===== src/rtl/symbol_hist_sort_if.sv =====
// Bundles the sample stream and the histogram / sorted-result outputs of symbol_hist_sort.
// The slave modport is used by the design and the master modport by its driver.
interface symbol_hist_sort_if;
   logic       gray_valid;
   logic [7:0] gray_data;
   logic       CNT_valid;
   logic [7:0] CNT1, CNT2, CNT3, CNT4, CNT5, CNT6;
   logic       sort_valid;
   logic [7:0] SYM1, SYM2, SYM3, SYM4, SYM5, SYM6;
   logic [7:0] SCNT1, SCNT2, SCNT3, SCNT4, SCNT5, SCNT6;

   modport slave (
      input  gray_valid, gray_data,
      output CNT_valid, CNT1, CNT2, CNT3, CNT4, CNT5, CNT6,
      output sort_valid, SYM1, SYM2, SYM3, SYM4, SYM5, SYM6,
      output SCNT1, SCNT2, SCNT3, SCNT4, SCNT5, SCNT6
   );

   modport master (
      output gray_valid, gray_data,
      input  CNT_valid, CNT1, CNT2, CNT3, CNT4, CNT5, CNT6,
      input  sort_valid, SYM1, SYM2, SYM3, SYM4, SYM5, SYM6,
      input  SCNT1, SCNT2, SCNT3, SCNT4, SCNT5, SCNT6
   );
endinterface


===== src/rtl/symbol_hist_sort.sv =====
// Counts symbols 1..6 over a gray_valid frame, then ranks them by count with a 6-pass
// odd-even transposition sort. Define CNT_SAT_EN to saturate counts at 255 instead of wrapping.
module symbol_hist_sort (
   input  logic               clk,
   input  logic               reset,
   symbol_hist_sort_if.slave  bus
);
   typedef enum logic [1:0] {
      IDLE = 2'd0,
      READ = 2'd1,
      SORT = 2'd2,
      DONE = 2'd3
   } state_t;

   state_t          state_q, state_d;
   logic [5:0][7:0] cnt_q, cnt_d;
   logic [5:0][7:0] sym_q, sym_d;
   logic [5:0][7:0] scnt_q, scnt_d;
   logic [2:0]      pass_q, pass_d;
   logic            cnt_valid_q, cnt_valid_d;
   logic            sort_valid_q, sort_valid_d;

   function automatic logic [7:0] cnt_inc(input logic [7:0] v);
`ifdef CNT_SAT_EN
      cnt_inc = (v == 8'hFF) ? v : v + 8'd1;
`else
      cnt_inc = v + 8'd1;
`endif
   endfunction

   // Out-of-range symbols match no slot, so they leave the histogram untouched.
   function automatic logic [5:0][7:0] count_sample(input logic [5:0][7:0] c,
                                                    input logic [7:0]      data);
      count_sample = c;
      for (int i = 0; i < 6; i++) begin
         if (data == 8'(i + 1)) begin
            count_sample[i] = cnt_inc(c[i]);
         end else begin
            count_sample[i] = c[i];
         end
      end
   endfunction

   // Next-state, histogram update and one sort pass per SORT cycle.
   always_comb begin
      state_d      = state_q;
      cnt_d        = cnt_q;
      sym_d        = sym_q;
      scnt_d       = scnt_q;
      pass_d       = pass_q;
      cnt_valid_d  = 1'b0;
      sort_valid_d = 1'b0;
      case (state_q)
         IDLE: begin
            if (bus.gray_valid) begin
               cnt_d   = count_sample('0, bus.gray_data);
               state_d = READ;
            end else begin
               state_d = IDLE;
            end
         end
         READ: begin
            if (bus.gray_valid) begin
               cnt_d = count_sample(cnt_q, bus.gray_data);
            end else begin
               cnt_valid_d = 1'b1;
               pass_d      = 3'd1;
               state_d     = SORT;
               for (int i = 0; i < 6; i++) begin
                  sym_d[i] = 8'(i + 1);
               end
               scnt_d = cnt_q;
            end
         end
         SORT: begin
            // Odd passes compare slots (1,2)(3,4)(5,6); even passes (2,3)(4,5).
            for (int i = 0; i < 5; i++) begin
               if (((i % 2) != int'(pass_q[0])) && (scnt_q[i] < scnt_q[i + 1])) begin
                  sym_d[i]      = sym_q[i + 1];
                  sym_d[i + 1]  = sym_q[i];
                  scnt_d[i]     = scnt_q[i + 1];
                  scnt_d[i + 1] = scnt_q[i];
               end else begin
                  sym_d[i]  = sym_d[i];
                  scnt_d[i] = scnt_d[i];
               end
            end
            if (pass_q == 3'd6) begin
               sort_valid_d = 1'b1;
               state_d      = DONE;
            end else begin
               pass_d = pass_q + 3'd1;
            end
         end
         DONE: begin
            state_d = IDLE;
         end
         default: begin
            state_d = IDLE;
         end
      endcase
   end

   // State and result registers; reset leaves the identity ranking with zero counts.
   always_ff @(posedge clk or negedge reset) begin
      if (!reset) begin
         state_q      <= IDLE;
         cnt_q        <= '0;
         scnt_q       <= '0;
         pass_q       <= 3'd0;
         cnt_valid_q  <= 1'b0;
         sort_valid_q <= 1'b0;
         for (int i = 0; i < 6; i++) begin
            sym_q[i] <= 8'(i + 1);
         end
      end else begin
         state_q      <= state_d;
         cnt_q        <= cnt_d;
         sym_q        <= sym_d;
         scnt_q       <= scnt_d;
         pass_q       <= pass_d;
         cnt_valid_q  <= cnt_valid_d;
         sort_valid_q <= sort_valid_d;
      end
   end

   assign bus.CNT_valid  = cnt_valid_q;
   assign bus.sort_valid = sort_valid_q;
   assign bus.CNT1  = cnt_q[0];
   assign bus.CNT2  = cnt_q[1];
   assign bus.CNT3  = cnt_q[2];
   assign bus.CNT4  = cnt_q[3];
   assign bus.CNT5  = cnt_q[4];
   assign bus.CNT6  = cnt_q[5];
   assign bus.SYM1  = sym_q[0];
   assign bus.SYM2  = sym_q[1];
   assign bus.SYM3  = sym_q[2];
   assign bus.SYM4  = sym_q[3];
   assign bus.SYM5  = sym_q[4];
   assign bus.SYM6  = sym_q[5];
   assign bus.SCNT1 = scnt_q[0];
   assign bus.SCNT2 = scnt_q[1];
   assign bus.SCNT3 = scnt_q[2];
   assign bus.SCNT4 = scnt_q[3];
   assign bus.SCNT5 = scnt_q[4];
   assign bus.SCNT6 = scnt_q[5];
endmodule


===== src/flat_wrapper.sv =====
// flat-port wrapper written by rule: the top's interface ports become plain ports
module symbol_hist_sort_flat 
  (clk, reset, bus_gray_valid, bus_gray_data, bus_CNT_valid, bus_CNT1, bus_CNT2, bus_CNT3, bus_CNT4, bus_CNT5, bus_CNT6, bus_sort_valid, bus_SYM1, bus_SYM2, bus_SYM3, bus_SYM4, bus_SYM5, bus_SYM6, bus_SCNT1, bus_SCNT2, bus_SCNT3, bus_SCNT4, bus_SCNT5, bus_SCNT6);
  symbol_hist_sort_if bus_i ();
  input  logic clk;
  input  logic reset;
  input wire logic [$bits(bus_i.gray_valid)-1:0] bus_gray_valid;
  input wire logic [$bits(bus_i.gray_data)-1:0] bus_gray_data;
  output wire logic [$bits(bus_i.CNT_valid)-1:0] bus_CNT_valid;
  output wire logic [$bits(bus_i.CNT1)-1:0] bus_CNT1;
  output wire logic [$bits(bus_i.CNT2)-1:0] bus_CNT2;
  output wire logic [$bits(bus_i.CNT3)-1:0] bus_CNT3;
  output wire logic [$bits(bus_i.CNT4)-1:0] bus_CNT4;
  output wire logic [$bits(bus_i.CNT5)-1:0] bus_CNT5;
  output wire logic [$bits(bus_i.CNT6)-1:0] bus_CNT6;
  output wire logic [$bits(bus_i.sort_valid)-1:0] bus_sort_valid;
  output wire logic [$bits(bus_i.SYM1)-1:0] bus_SYM1;
  output wire logic [$bits(bus_i.SYM2)-1:0] bus_SYM2;
  output wire logic [$bits(bus_i.SYM3)-1:0] bus_SYM3;
  output wire logic [$bits(bus_i.SYM4)-1:0] bus_SYM4;
  output wire logic [$bits(bus_i.SYM5)-1:0] bus_SYM5;
  output wire logic [$bits(bus_i.SYM6)-1:0] bus_SYM6;
  output wire logic [$bits(bus_i.SCNT1)-1:0] bus_SCNT1;
  output wire logic [$bits(bus_i.SCNT2)-1:0] bus_SCNT2;
  output wire logic [$bits(bus_i.SCNT3)-1:0] bus_SCNT3;
  output wire logic [$bits(bus_i.SCNT4)-1:0] bus_SCNT4;
  output wire logic [$bits(bus_i.SCNT5)-1:0] bus_SCNT5;
  output wire logic [$bits(bus_i.SCNT6)-1:0] bus_SCNT6;
  assign bus_i.gray_valid = bus_gray_valid;
  assign bus_i.gray_data = bus_gray_data;
  assign bus_CNT_valid = bus_i.CNT_valid;
  assign bus_CNT1 = bus_i.CNT1;
  assign bus_CNT2 = bus_i.CNT2;
  assign bus_CNT3 = bus_i.CNT3;
  assign bus_CNT4 = bus_i.CNT4;
  assign bus_CNT5 = bus_i.CNT5;
  assign bus_CNT6 = bus_i.CNT6;
  assign bus_sort_valid = bus_i.sort_valid;
  assign bus_SYM1 = bus_i.SYM1;
  assign bus_SYM2 = bus_i.SYM2;
  assign bus_SYM3 = bus_i.SYM3;
  assign bus_SYM4 = bus_i.SYM4;
  assign bus_SYM5 = bus_i.SYM5;
  assign bus_SYM6 = bus_i.SYM6;
  assign bus_SCNT1 = bus_i.SCNT1;
  assign bus_SCNT2 = bus_i.SCNT2;
  assign bus_SCNT3 = bus_i.SCNT3;
  assign bus_SCNT4 = bus_i.SCNT4;
  assign bus_SCNT5 = bus_i.SCNT5;
  assign bus_SCNT6 = bus_i.SCNT6;
  symbol_hist_sort u_core (.clk(clk), .reset(reset), .bus(bus_i));
endmodule

===== config.mk =====
export PLATFORM = sky130hd
export DESIGN_NAME = symbol_hist_sort_flat
export DESIGN_NICKNAME = d
export VERILOG_FILES = /design/src/rtl/symbol_hist_sort_if.sv /design/src/rtl/symbol_hist_sort.sv /design/src/flat_wrapper.sv
export SDC_FILE = /design/constraint.sdc
export NUM_CORES = 1
export LEC_CHECK = 0
export ABC_AREA = 1
export CAP_MARGIN = 5
export CORE_AREA = 4 4 122 170
export CTS_CLUSTER_DIAMETER = 50
export DETAILED_ROUTE_END_ITERATION = 8
export DIE_AREA = 0 0 126 174
export PLACE_DENSITY = 0.76
export SETUP_SLACK_MARGIN = 0.4
export SYNTH_ARGS = -nofsm -noshare
export SYNTH_HDL_FRONTEND = slang
export SYNTH_SLANG_ARGS = --single-unit

===== constraint.sdc =====
create_clock -name clk -period 1.7 [get_ports clk]
set_input_delay 0.425 -clock clk [delete_from_list [all_inputs] [get_ports clk]]
set_output_delay 0.425 -clock clk [all_outputs]
set_load 0.03 [all_outputs]

== Word-level counts from Yosys, hierarchy flattened ==
Cells that the tools add are included.

* Bits in registers: 151
* Logic and storage cells: 134

* $add $sub $neg: 7
* $lt $le $gt $ge: 5
* Equal/unequal tests: 27
* Multiplexer cells: 50
* Bitwise logic cells: 1
* Reduce and logical (&&, ||, !) cells: 22

{| class="wikitable"
|+ Operators by type and width
! kind !! number
|-
| 48-bit case mux with 2 select lines || 3
|-
| 8-bit 2-to-1 mux || 26
|-
| 48-bit 2-to-1 mux || 4
|-
| 8-bit by 1-bit adder with 8-bit output (second input constant) || 6
|-
| 8-bit less-than comparator || 5
|-
| 8-bit by 3-bit == test with 1-bit output (second input constant) || 3
|-
| 4-bit AND reduction || 6
|-
| 3-bit AND reduction || 7
|-
| 2-bit by 1-bit != test with 1-bit output (second input constant) || 9
|-
| 8-bit by 2-bit == test with 1-bit output (second input constant) || 2
|-
| 3-bit by 1-bit != test with 1-bit output (second input constant) || 4
|-
| 1-bit 2-to-1 mux || 11
|-
| 8-bit by 1-bit == test with 1-bit output (second input constant) || 1
|-
| 2-bit != test (second input constant) || 4
|-
| 2-bit case mux with 4 select lines || 1
|-
| 3-bit 2-to-1 mux || 2
|-
| 3-bit case mux with 2 select lines || 1
|-
| 1-bit logical AND || 5
|-
| 2-bit == test (second input constant) || 2
|-
| 2-bit 2-to-1 mux || 2
|-
| 2-bit nonzero test || 2
|-
| 3-bit by 1-bit adder with 3-bit output (second input constant) || 1
|-
| 3-bit == test (second input constant) || 1
|-
| 2-bit by 1-bit == test with 1-bit output (second input constant) || 1
|-
| other kinds (3) || 3
|}

== Longest topological paths before layout ==
* Depth after elaboration: 5
* Mapped depth: 16

== Least setup slack after synthesis ==
No wires, ideal clock.

* Path kind: reg-to-reg
* Start point: register u_core.scnt_q (netlist bit u_core.bus.SCNT4[7])
* End point: register u_core.scnt_q (netlist bit u_core.bus.SCNT4[0])
* Arrival: 1,980 ps
* Required time: 1,583 ps
* Setup slack: -397 ps
* Stages on the path, launching flop included: 14
* Clock period less this slack: 2,097 ps
* Cell sequence: dfrtp_1 inv_1 ha_1 nand2_1 nand2_1 nor2_1 nand2_1 a21oi_4 nand2_4 nand3_1 nand2_2 buf_4 nand2_1 nand2_1

* Longest elaborated chain between the ends: 4
* Elaborated cells on any way between the ends: 8

{| class="wikitable"
|+ Ends and longest elaborated chain
! element !! line !! text
|-
| start, declared || symbol_hist_sort.sv:18 || <nowiki>logic [5:0][7:0] scnt_q, scnt_d;</nowiki>
|-
| start signal, assigned || symbol_hist_sort.sv:120 || <nowiki>scnt_q <= scnt_d;</nowiki>
|-
| 8-bit less-than comparator || symbol_hist_sort.sv:78 || <nowiki>if (((i % 2) != int'(pass_q[0])) && (scnt_q[i] < scnt_q[i + 1])) begin</nowiki>
|-
| 1-bit logical AND || symbol_hist_sort.sv:78 ||
|-
| 3-bit by 1-bit != test with 1-bit output (no line) or 8-bit 2-to-1 mux (tied branches) || -- ||
|-
| 3-bit AND reduction (no line) or 48-bit case mux with 2 select lines (tied branches) || -- ||
|}

Several ways; a longest one is shown, not always the timed one.
A chain may end at the register's enable or synchronous reset.

== Final worst setup path ==
* Start point: register u_core.scnt_q (netlist bit u_core.bus.SCNT5[7])
* End point: register u_core.scnt_q (netlist bit u_core.bus.SCNT5[4])

Same word-level chain as after synthesis.

==> out/qor.yml <==
run_status:
  status: "finished, violations left"
  failed_checks: "negative setup slack"
pwr:
  power.density_mw_per_mm2: 2340
  leakagePower_uw: 0.00792
  totalPowerFinal_uw: 36400
  max-vdd-ir-drop_uv: 1220
routing:
  ant_nets: 0
  drt_pre_antenna_iters: 6
  vias: 11500
  vias_per_cell: 5.85
  drtIter0Drc: 1215
  totalWireLength_um: 39800
  route.detailed.wl_per_inst_um: 20.2
  drc: 0
timing:
  hold_viol: 0
  setup_slack_ps: -377
  rsz0062_at_grt: "yes"
  slew_headroom_pct: 69.6
  fin_skew_ps: 6.96
  report.final.slew_viol_count: 0
  fin_crit_sh_pct: 122
  setup_violations: 133
  tightest_slew_ps: 452
  fin_crit_ps: 2080
  fmaxAchievable_mhz: 481
synth:
  yosysUniqueCellTypes: 40
  synthTopCellsByCount: "nand2_1, dfrtp_1, inv_1, nand3_1, o21ai_0"
  synth-edff-count: 0
  yosys_warnings: 0
  yosysMostFrequentCell: "nand2_1"
  avgSynthCellArea_um2: 7.15
  synth.top_cell.area_share_pct: 38.3
  synth-main-ff-cell: "dfrtp_1"
  ys_ff_latch: 151
  yosysSeqAreaShare_pct: 40.9
  async_reset_ff_share_pct: 100
  synth_nets: 1355
  synth_top_area_cell: "dfrtp_1"
  synth.top_cells.by_area: "dfrtp_1, nand2_1, ha_1"
  netlist_instances: 1298
  syn_area_mm2: 0.00928
clock_network:
  cts_sinks: 151
  cts_tree: "yes"
  htree_levels: 4
  cts-root-buf: "clkbuf_16"
  clkTransAtPathRegs_ps: 70
  clock_latency_ps: 450
  cts_buffers: 17
  clockBufferDepth: 2
floorplan:
  die_w_um: 126
  io_pins: 157
  row_count: 60
  start_util_pct: 48.3
  dieArea_mm2: 0.0219
  core_area_mm2: 0.0192
  die_h_um: 174
critical_path:
  crit_type: "reg -> reg"
  worstSetupStartpointType: "flip-flop"
  arrival_ps: 2420
  r2r.worst_path.cells: 13
  cp_max_fo: 5
  end_kind: "flip-flop"
  timing.rr.start: "u_core.bus.SCNT5[7]"
  slowest_delay_ps: 460
  rr_endpoint: "u_core.bus.SCNT5[4]"
  cp_common_cell: "nand2_1"
  r2r_setup_slack_ps: -380
  slowest_stage: "dfrtp_2"
  worstPathCellList: "ha_4 -> nand2_2 -> nand2_1 -> nor2_1 -> nand2_1 -> a21oi_2 -> buf_4 -> buf_4 -> nand3_1 -> nand3_1 -> nand2_1 -> nand2_1 -> nand2_1"
  required_ps: 2040
layout:
  fillers: 1045
  antenna_cells: 0
  stdcell_area_mm2: 0.0156
  area_growth_pct: 67.8
  multiInputGateArea_mm2: 0.00598
  regArea_mm2: 0.00386
  fin_nets: 1761
  layout.cells.non_filler: 1965
  drive_gt1_share_pct: 44.4
worst_hold_path:
  worstHoldPathType: "in -> async"
placed_design:
  dp.cells: 1835
  placed_cell_area_mm2: 0.0128
  dp_slack_ps: -380
  port_buffers: 156
  hpwl_um: 23300
  routabilityCongestion: 0.879
job:
  maxCapViolCount: 0
global_route:
  grt_pass1_wl_um: 52000
  grt_max_degree: 44
  grt.total_usage_pct: 29.3
  grt_pass1_vias: 10500
  antenna_found_initial: 0
  grt-ovfl-total: 0
[per-layer routing]
layer,track usage (%),routed length [µm],up-vias
met5,0,0,-
met4,14.7,3410,0
met3,4.37,3220,288
met2,52.2,20100,840
met1,33.8,13000,5406
li1,-,-,4969
[worst max-delay path by stage]
stage | to | cells after the start | startpoint | slack [ps]
after floorplan | u_core.bus.SCNT3[5] | 14 | u_core.bus.SCNT4[7] | -180
after global placement | u_core.bus.CNT5[3] | 10 | bus_gray_data[7] | -310
after detailed placement | u_core.bus.CNT6[2] | 10 | bus_gray_data[7] | -380
after CTS | u_core.bus.SYM4[5] | 13 | u_core.bus.SCNT4[7] | -110
after global routing | u_core.bus.SYM5[2] | 13 | u_core.bus.SCNT5[7] | -430
final | u_core.bus.SCNT5[4] | 13 | u_core.bus.SCNT5[7] | -380
[cells in the final DEF (no fill, tap or decap), types with 4 or more instances in the layout]
cell type       instances
inv_1                  91
o21ai_1                51
o21ai_2                15
dlygate4sd2_1          19
a21oi_2                 8
xnor2_1                 7
inv_6                   5
clkbuf_16              22
nand2_1               445
nor2_4                 14
o21ai_0                29
inv_2                  17
buf_6                 173
dfrtp_2                55
nand2_8                 7
o31ai_1                 7
nor3_1                  8
ha_1                   29
ha_4                   16
buf_4                 202
a21oi_1                13
nand2_4                40
nand2_2                85
nor2_2                  4
dfrtp_1                87
nor2_1                 35
dfstp_2                 9
xor2_1                 24
o31ai_2                 7
nand3_2                19
buf_8                   5
dlymetal6s2s_1          6
buf_12                 15
clkinv_2                5
o21ai_4                 6
nand3_1                76
clkinv_4                5
nand4_1                16
[area by class of cell]
cell class	instances	area share, %
multi-input combinational	980	38.4
tap	248	1.99
timing repair inverter	4	0.185
sequential	151	24.8
timing repair buffer	431	27.4
clock inverter	12	0.973
inverter	119	3.29
clock buffer	20	2.93
[worst max-delay path: cells and delay by family, from the launching register on]
family,cells,cell delay (ps)
simple gates,9,700
buf+inv,2,320
fa+ha+maj,1,270
flops,1,460
compound gates,1,210
[what timing repair did]
action                                  CTS  global route
cloned                                    0            14
setup buffers                            51            32
hold buffers                              1             0
pin swaps                                 5            78
resized for setup                       885           324
endpoints found under the setup margin  296           296
endpoints found under the hold margin    23             0
[sequential cells by signal (all words and copies together), names as in the netlist, 3 cells and up]
register,flops
u_core.bus.SYM4,8
u_core.bus.SYM3,8
u_core.bus.CNT1,8
u_core.bus.CNT4,8
u_core.bus.CNT5,8
u_core.pass_q,3
u_core.bus.CNT2,8
u_core.bus.SCNT1,8
u_core.bus.SYM1,8
u_core.bus.SYM6,8
u_core.bus.SYM5,8
u_core.bus.SCNT4,8
u_core.bus.SYM2,8
u_core.bus.CNT6,8
u_core.bus.SCNT2,8
u_core.bus.SCNT6,8
u_core.bus.CNT3,8
u_core.bus.SCNT3,8
u_core.bus.SCNT5,8
[logic make-up after synthesis]
family / synth area share [%]
AND/OR/NAND/NOR: 33.6
buffers and inverters: 7.72
adder cells (fa/ha/maj): 6.21
AO/OA/AOI/OAI: 8.67
XOR/XNOR: 2.93
flip-flops: 40.9
[power breakdown]
group          switching, µW  leakage [µW]  internal (µW)  total (µW)
combinational          15600       0.00569          10600       26200
sequential              1220       0.00194           4880        6090
clock                   1660      0.000296           2380        4050
total                  18500       0.00792          17900       36400
[metrics by stage]
step | util, % | TNS, ps | hold WS, ps
2_1_floorplan | - | -9880 | 129
3_3_place_gp | 66.6 | -25070 | 345
3_5_place_dp | 66.6 | -30340 | 343
4_1_cts | 73.0 | -5920 | 453
5_1_grt | 81.0 | -32420 | 469
6_report | 81.0 | -24580 | 434
(Power assumes the default switching activity.)
